**config.mk**
```make
export PLATFORM = sky130hd
export DESIGN_NAME = hazard_scoreboard
export DESIGN_NICKNAME = d
export VERILOG_FILES = /design/src/rtl/hazard_scoreboard.sv
export SDC_FILE = /design/constraint.sdc
export NUM_CORES = 1
export LEC_CHECK = 0
export CAP_MARGIN = 20
export CORE_ASPECT_RATIO = 2
export CORE_UTILIZATION = 53
export CTS_CLUSTER_SIZE = 24
export DETAILED_ROUTE_END_ITERATION = 16
export GPL_TIMING_DRIVEN = 0
export PLACE_DENSITY = 0.84
export SLEW_MARGIN = 25
export SYNTH_ARGS = -nofsm -noshare
export SYNTH_HDL_FRONTEND = slang
export SYNTH_SLANG_ARGS = --single-unit
export TNS_END_PERCENT = 1
```
**constraint.sdc**
```tcl
create_clock -name clk -period 5.7 [get_ports clk]
set_clock_uncertainty 0.2 [all_clocks]
set_input_delay 0.57 -clock clk [delete_from_list [all_inputs] [get_ports clk]]
set_output_delay 0.57 -clock clk [all_outputs]
set_load 0.1 [all_outputs]
```
**src/rtl/hazard_scoreboard.sv**
```systemverilog
// hazard_scoreboard
//   Hazard detection and forwarding-select block for the 5-stage pipeline.
//   A DEPTH-entry scoreboard shadows the instructions issued after ID
//   (entry 0 = EXE, entry DEPTH-1 = oldest). From the ID operands it derives:
//     freeze_out      - hold PC / IF-ID and bubble EXE (combinational)
//     flush_out       - kill IF-ID on a taken branch (combinational)
//     fwd_sel1/2_out  - 0 = register file, k = scoreboard entry k-1
//     stall_count_out - saturating count of freeze cycles since reset
//
//   Build option: define FORWARDING_EN to stall only on load-use and drive
//   the forwarding selects. Without it every RAW hit stalls until the writer
//   drains out of the scoreboard and the selects are tied to 0.
//
// Ports:
//   clk, rst (async, active high)
//   id_valid_in, src1_in, src2_in, two_src_in, id_wb_en_in, id_mem_read_in,
//   id_dest_in   - ID-stage instruction description
//   branch_taken_in - branch resolved taken in EXE
//   freeze_out, flush_out, fwd_sel1_out, fwd_sel2_out, stall_count_out

// Per-entry comparator: one instance per scoreboard entry.
module hazard_scoreboard_match #(
  parameter int REG_ADDR_W = 4
) (
  input  logic                  vld,
  input  logic                  wb_en,
  input  logic [REG_ADDR_W-1:0] dest,
  input  logic [REG_ADDR_W-1:0] src1,
  input  logic [REG_ADDR_W-1:0] src2,
  input  logic                  two_src,
  output logic                  hit1,
  output logic                  hit2
);
  logic wr;
  assign wr   = vld & wb_en;
  assign hit1 = wr & (dest == src1);
  // src2 only counts when the instruction actually reads it
  assign hit2 = wr & two_src & (dest == src2);
endmodule

module hazard_scoreboard #(
  parameter int REG_ADDR_W = 4,
  parameter int DEPTH      = 3,
  parameter int CNT_W      = 16,
  parameter int FWD_W      = $clog2(DEPTH+1)
) (
  input  logic                  clk,
  input  logic                  rst,
  input  logic                  id_valid_in,
  input  logic [REG_ADDR_W-1:0] src1_in,
  input  logic [REG_ADDR_W-1:0] src2_in,
  input  logic                  two_src_in,
  input  logic                  id_wb_en_in,
  input  logic                  id_mem_read_in,
  input  logic [REG_ADDR_W-1:0] id_dest_in,
  input  logic                  branch_taken_in,
  output logic                  freeze_out,
  output logic                  flush_out,
  output logic [FWD_W-1:0]      fwd_sel1_out,
  output logic [FWD_W-1:0]      fwd_sel2_out,
  output logic [CNT_W-1:0]      stall_count_out
);

  // Scoreboard state; vld_pipe_q is the valid shift register.
  logic [DEPTH-1:0]                 vld_pipe_q, vld_pipe_d;
  logic [DEPTH-1:0]                 wb_q, wb_d;
  logic [DEPTH-1:0]                 mr_q, mr_d;
  logic [DEPTH-1:0][REG_ADDR_W-1:0] dest_q, dest_d;
  logic [CNT_W-1:0]                 cnt_q, cnt_d;

  logic [DEPTH-1:0] hit1, hit2;
  logic             hazard;
  logic             freeze, flush;

  genvar g;
  generate
    for (g = 0; g < DEPTH; g++) begin : g_ent
      hazard_scoreboard_match #(.REG_ADDR_W(REG_ADDR_W)) u_match (
        .vld     (vld_pipe_q[g]),
        .wb_en   (wb_q[g]),
        .dest    (dest_q[g]),
        .src1    (src1_in),
        .src2    (src2_in),
        .two_src (two_src_in),
        .hit1    (hit1[g]),
        .hit2    (hit2[g])
      );
    end
  endgenerate

`ifdef FORWARDING_EN
  logic [FWD_W-1:0] sel1, sel2;

  // Only a load sitting in EXE cannot be forwarded in time.
  assign hazard = id_valid_in & (hit1[0] | hit2[0]) & mr_q[0];

  // Scan oldest to youngest so the youngest match overwrites.
  always_comb begin
    sel1 = '0;
    sel2 = '0;
    for (int i = DEPTH-1; i >= 0; i--) begin
      if (hit1[i]) sel1 = FWD_W'(i+1);
      if (hit2[i]) sel2 = FWD_W'(i+1);
    end
  end

  assign fwd_sel1_out = (id_valid_in && !rst) ? sel1 : '0;
  assign fwd_sel2_out = (id_valid_in && !rst) ? sel2 : '0;
`else
  // Without forwarding the load flag carries no information.
  logic unused_mr;
  assign unused_mr = ^mr_q;

  assign hazard       = id_valid_in & (|hit1 | |hit2);
  assign fwd_sel1_out = '0;
  assign fwd_sel2_out = '0;
`endif

  // Flush wins over freeze; both read 0 while reset is held.
  assign flush  = branch_taken_in & ~rst;
  assign freeze = hazard & ~branch_taken_in & ~rst;

  assign freeze_out      = freeze;
  assign flush_out       = flush;
  assign stall_count_out = cnt_q;

  always_comb begin
    vld_pipe_d = vld_pipe_q;
    wb_d       = wb_q;
    mr_d       = mr_q;
    dest_d     = dest_q;
    // Stages after ID never stall: the scoreboard shifts every cycle.
    for (int i = DEPTH-1; i >= 1; i--) begin
      vld_pipe_d[i] = vld_pipe_q[i-1];
      wb_d[i]       = wb_q[i-1];
      mr_d[i]       = mr_q[i-1];
      dest_d[i]     = dest_q[i-1];
    end
    if (flush || freeze) begin
      vld_pipe_d[0] = 1'b0;
      wb_d[0]       = 1'b0;
      mr_d[0]       = 1'b0;
      dest_d[0]     = '0;
    end else begin
      vld_pipe_d[0] = id_valid_in;
      wb_d[0]       = id_wb_en_in;
      mr_d[0]       = id_mem_read_in;
      dest_d[0]     = id_dest_in;
    end
  end

  always_comb begin
    cnt_d = cnt_q;
    if (freeze && (cnt_q != {CNT_W{1'b1}})) cnt_d = cnt_q + 1'b1;
  end

  always_ff @(posedge clk or posedge rst) begin
    if (rst) begin
      vld_pipe_q <= '0;
      wb_q       <= '0;
      mr_q       <= '0;
      dest_q     <= '0;
      cnt_q      <= '0;
    end else begin
      vld_pipe_q <= vld_pipe_d;
      wb_q       <= wb_d;
      mr_q       <= mr_d;
      dest_q     <= dest_d;
      cnt_q      <= cnt_d;
    end
  end

endmodule

```
* Word-level counts from Yosys, hierarchy flattened *
Index checks and enable logic that the tools add are counted.

storage, ports and cells
  flip-flop bits (word level) = 34
  output and inout port bits = 22

operators by class
  add/sub/neg operators = 1
  equal/unequal tests = 7
  mux-type cells = 3
  bitwise operators = 19
  reduce and logical (&&, ||, !) cells = 4

operators with widths
  kind                                            count
  equality test 4 bit                             6
  adder 16 x 1 -> 16 bit (second input constant)  1
  bitwise AND 1 bit                               16
  inequality test 16 bit (second input constant)  1
  OR reduction 3 bit                              2
  2-to-1 mux 4 bit                                1
  2-to-1 mux 1 bit                                2
  inverter 1 bit                                  2
  logical AND 1 bit                               1
  logical OR 1 bit                                1
  OR 1 bit                                        1

* Depth between registers and ports, before layout *
  depth in word-level cells = 10
  mapped depth = 8
  depth with buffers taken out = 7

* Hierarchy *
A second synthesis with hierarchy kept.

unflattened totals
  cells, all modules = 151
  area, all modules = 1,789.2 sq um

modules (own cells, without submodules)
  module                   instances  cells an instance  area an instance (sq um)
  hazard_scoreboard        1          115                1,470.2
  hazard_scoreboard_match  3          12                 106.4

* Worst setup path before layout *
OpenSTA, ideal clock, no wires.

  path kind = input -> output
  from = input port src2_in[1]
  to = output port freeze_out
  arrival = 2.728 ns
  required time = 4.930 ns
  path slack = 2.202 ns
  stages on the path = 5
  cells stage by stage = xor2_1 nor4_1 nor4_4 buf_6 nor2_1

on the way
  longest elaborated chain between the ends = 7

RTL lines
  item                                 RTL line  RTL
  from (decl)                          51        input logic [REG_ADDR_W-1:0] src2_in,
  equality test 4 bit                  38        assign hit2 = wr & two_src & (dest == src2);
  bitwise AND 1 bit                    38
  OR reduction 3 bit (*)               114       assign hazard = id_valid_in & (|hit1 | |hit2);
  OR 1 bit (*)                         114
  bitwise AND 1 bit (*)                114
  bitwise AND 1 bit (*) (2 in series)  121       assign freeze = hazard & ~branch_taken_in & ~rst;
  to (decl)                            57        output logic freeze_out,

Mark *: on every way between the ends. The rest lies on a longest branch, timed or not.

* Worst setup path in the final report *
  from = input port src2_in[2]
  to = output port freeze_out

Same word-level chain as after synthesis.

==> results.txt <==
Pwr Density: 248 nW/um2
DRC: 0
tightest slew margin relative to the limit: 34.7%
Inserted Clock Buffers: 5
# IOs: 41
area grow syn2layout: 28.2%
post-route clock period utilization: 74.8%
post-CTS sizing: 0
Seq. cell area: 851 um2
fin. max-slew vios: 0
global-route wire length before repair: 6.42 mm
Vias/cell: 5.75
routed length per instance: 17.7 um
Port Buffers: 35
row cnt: 29
min Tclk post-route: 4270 ps
R2R Path End: stall_count_out[1]
post-synthesis adder-cell area fraction: 0.718%
fillers: 251
Tot GR Track Use: 24.7%
startpoint type of the worst setup path: input pin
Critical Path AT: 3500 ps
post-synth top area share: 48.9%
total power draw: 0.553 mW
hpwl dp: 3.04 mm
setup TNS: 0 ps
Multi-input gate area: 853 um2
critical hold path startpoint: wb_q[1]
Setup CP Type: input pin to primary output
Min-Delay Endpoint: wb_q[2]
final hold violation count: 0
status: completed
CTS tree: yes
leakage power: 1.04 nW
crit-path max FO: 10
Final WS setup: 1430 ps
Crit. End Element: primary output
top post-synthesis cells by area: dfrtp_1 (49%), xor2_1 (17%), nor3_2 (3.4%), nand4_1 (3.2%), xnor2_1 (3.0%)
Ys Warns: 0
Starting Density: 55.2%
CTS Sinks: 34
RR Startpoint: stall_count_out[0]
Post-Synth Simple-Gate Area: 23.8%
clock root cell: clkbuf_8
ant diodes: 0
largest family of logic cells by synthesized area: simple AND/OR/NAND/NOR gates
hold crit path type: flop to flop
DIE WIDTH: 42.5 um
Yosys reg bits: 34
height of the die: 83.1 um
initial drt markers: 35
Max Root-Sink Buffers: 2
DP Worst Slack: 1450 ps
Cells after Synth: 150
XOR/XNOR share of the synthesized area: 19.6%
Core ar.: 3160 um2
total number of vias: 1306
worst slew pin tran: 976 ps
Clk pin slew, worst setup/hold paths: 60 ps
multiplexer share of the synthesized area: 0.862%
Worst Hold Depth: 0
largest net degree at the start of global routing: 37
initial antenna violation count: 0
nets: 215
max_cap viols: 0
Final ANT Viol Nets: 0
Worst Path Required: 4930 ps
layout cells sized above 1: 14.3%
CTS H-tree depth: 2
Worst Reg2Reg Path Length in Cells: 6
# Post-CTS Setup Buffers: 0
total gr overflow: 0
Post-synth ARST share: 100%
Yosys top cell by area: dfrtp_1
flop2flop setup slack: 3270 ps
vias in the first global route: 1403
RSZ-0062 raised after global routing: false
drt pass-1 iters: 4
most common cell in the netlist: dfrtp_1
Cell Area, Synth: 1740 um2
DIE AREA: 3530 um2
syn avg cell area: 11.6 um2
Post-synth EDFFs: 0
Synth cell types: 28
most frequent cells after synthesis: dfrtp_1 (34), xor2_1 (33), nand2_1 (9), nand4_1 (9), nand3_1 (7)
Compound-Gate Fraction of Synth Area: 3.16%
Worst VDD drop: 0.000210 V
gp weighted congestion: 0.862
register area share after synthesis: 48.9%
Clock Latency Late Sink: 290 ps
hold bufs inserted after CTS: 0
Most used DFF post-synth: dfrtp_1
Peak Freq: 0.234 GHz
final WL: 4.01 mm
# setup viols final: 0
==> power breakdown <==
group / internal (mW) / total (mW) / switching [mW] / leakage, nW
clock: 0.0973 / 0.181 / 0.0839 / 0.0482
sequential: 0.253 / 0.267 / 0.0143 / 0.444
combinational: 0.0353 / 0.105 / 0.0695 / 0.548
total: 0.386 / 0.553 / 0.168 / 1.04
==> layer usage <==
layer / track usage [%] / vias to the layer above / part of all wire [%]
met5: 0 / - / 0
met4: 15.6 / 0 / 4.2
met3: 4.78 / 15 / 3.2
met2: 45.2 / 49 / 58
met1: 23.5 / 637 / 34
li1: - / 605 / -
==> per-stage QoR <==
stage / hold slack (ps) / instance area [um2] / utilization [%] / instances
after floorplan: 173 / 1750 / - / 153
after detailed placement: 220 / 2140 / 67.9 / 219
after global routing: 247 / 2230 / 70.7 / 227
after CTS: 234 / 2230 / 70.7 / 227
after global placement: 200 / 2140 / 67.9 / 219
final: 233 / 2230 / 70.7 / 227
==> cells by family after synthesis <==
logic type                 after synthesis
other                                    1
DFF                                     34
xor gates and xnor gates                39
buffers and inverters                    7
and+or+nand+nor                         63
AOI/OAI and AO/OA                        4
adders and majority gates                1
muxes                                    1
==> state kept, by name, summed over array words and instances, names as in the netlist <==
register / cells
wb_q: 3
stall_count_out: 16
dest_d: 8
vld_pipe_q: 3
dest_q: 4
==> cell usage in the layout, fill, tap and decap left out, types with 2 or more instances in the layout <==
cell type        synthesis  layout
and2_1                   6       6
and3_1                   3       3
buf_4                    4       4
clkbuf_1                 1       2
clkbuf_8                 0       6
clkdlybuf4s50_1          0      35
conb_1                   1       4
dfrtp_1                 34      34
nand2_1                  9       9
nand3_1                  7       7
nand4_1                  9       9
nand4_2                  2       2
nor2_1                   4       4
nor3_1                   6       6
nor3_2                   6       6
nor4_1                   6       6
o41ai_2                  2       2
xnor2_1                  6       6
xor2_1                  33      33
==> worst max-delay path by stage <==
stage	startpoint	end	slack (ps)	depth (start not counted)
after CTS	src2_in[2]	freeze_out	1440	8
after global placement	src1_in[3]	freeze_out	1510	9
after global routing	src1_in[3]	freeze_out	1350	9
after detailed placement	src2_in[2]	freeze_out	1450	8
final	src2_in[2]	freeze_out	1430	8
after floorplan	src2_in[1]	freeze_out	2200	5
==> area by class of cell <==
cell class | instances | area share, %
sequential | 34 | 38.1
clock buffer | 7 | 3.87
buffer | 6 | 2.02
tap | 31 | 1.74
clock inverter | 1 | 0.224
inverter | 1 | 0.168
multi-input combinational | 112 | 38.2
timing repair buffer | 35 | 15.7
==> critical path: stages <==
cell and delay (ps):
clkdlybuf4s50_1 560, xnor2_1 150, nand4_1 120, nor4_1 450
nor4_4 190, buf_6 200, nor2_1 100, clkdlybuf4s50_1 1140
(Power assumes the default switching activity.)
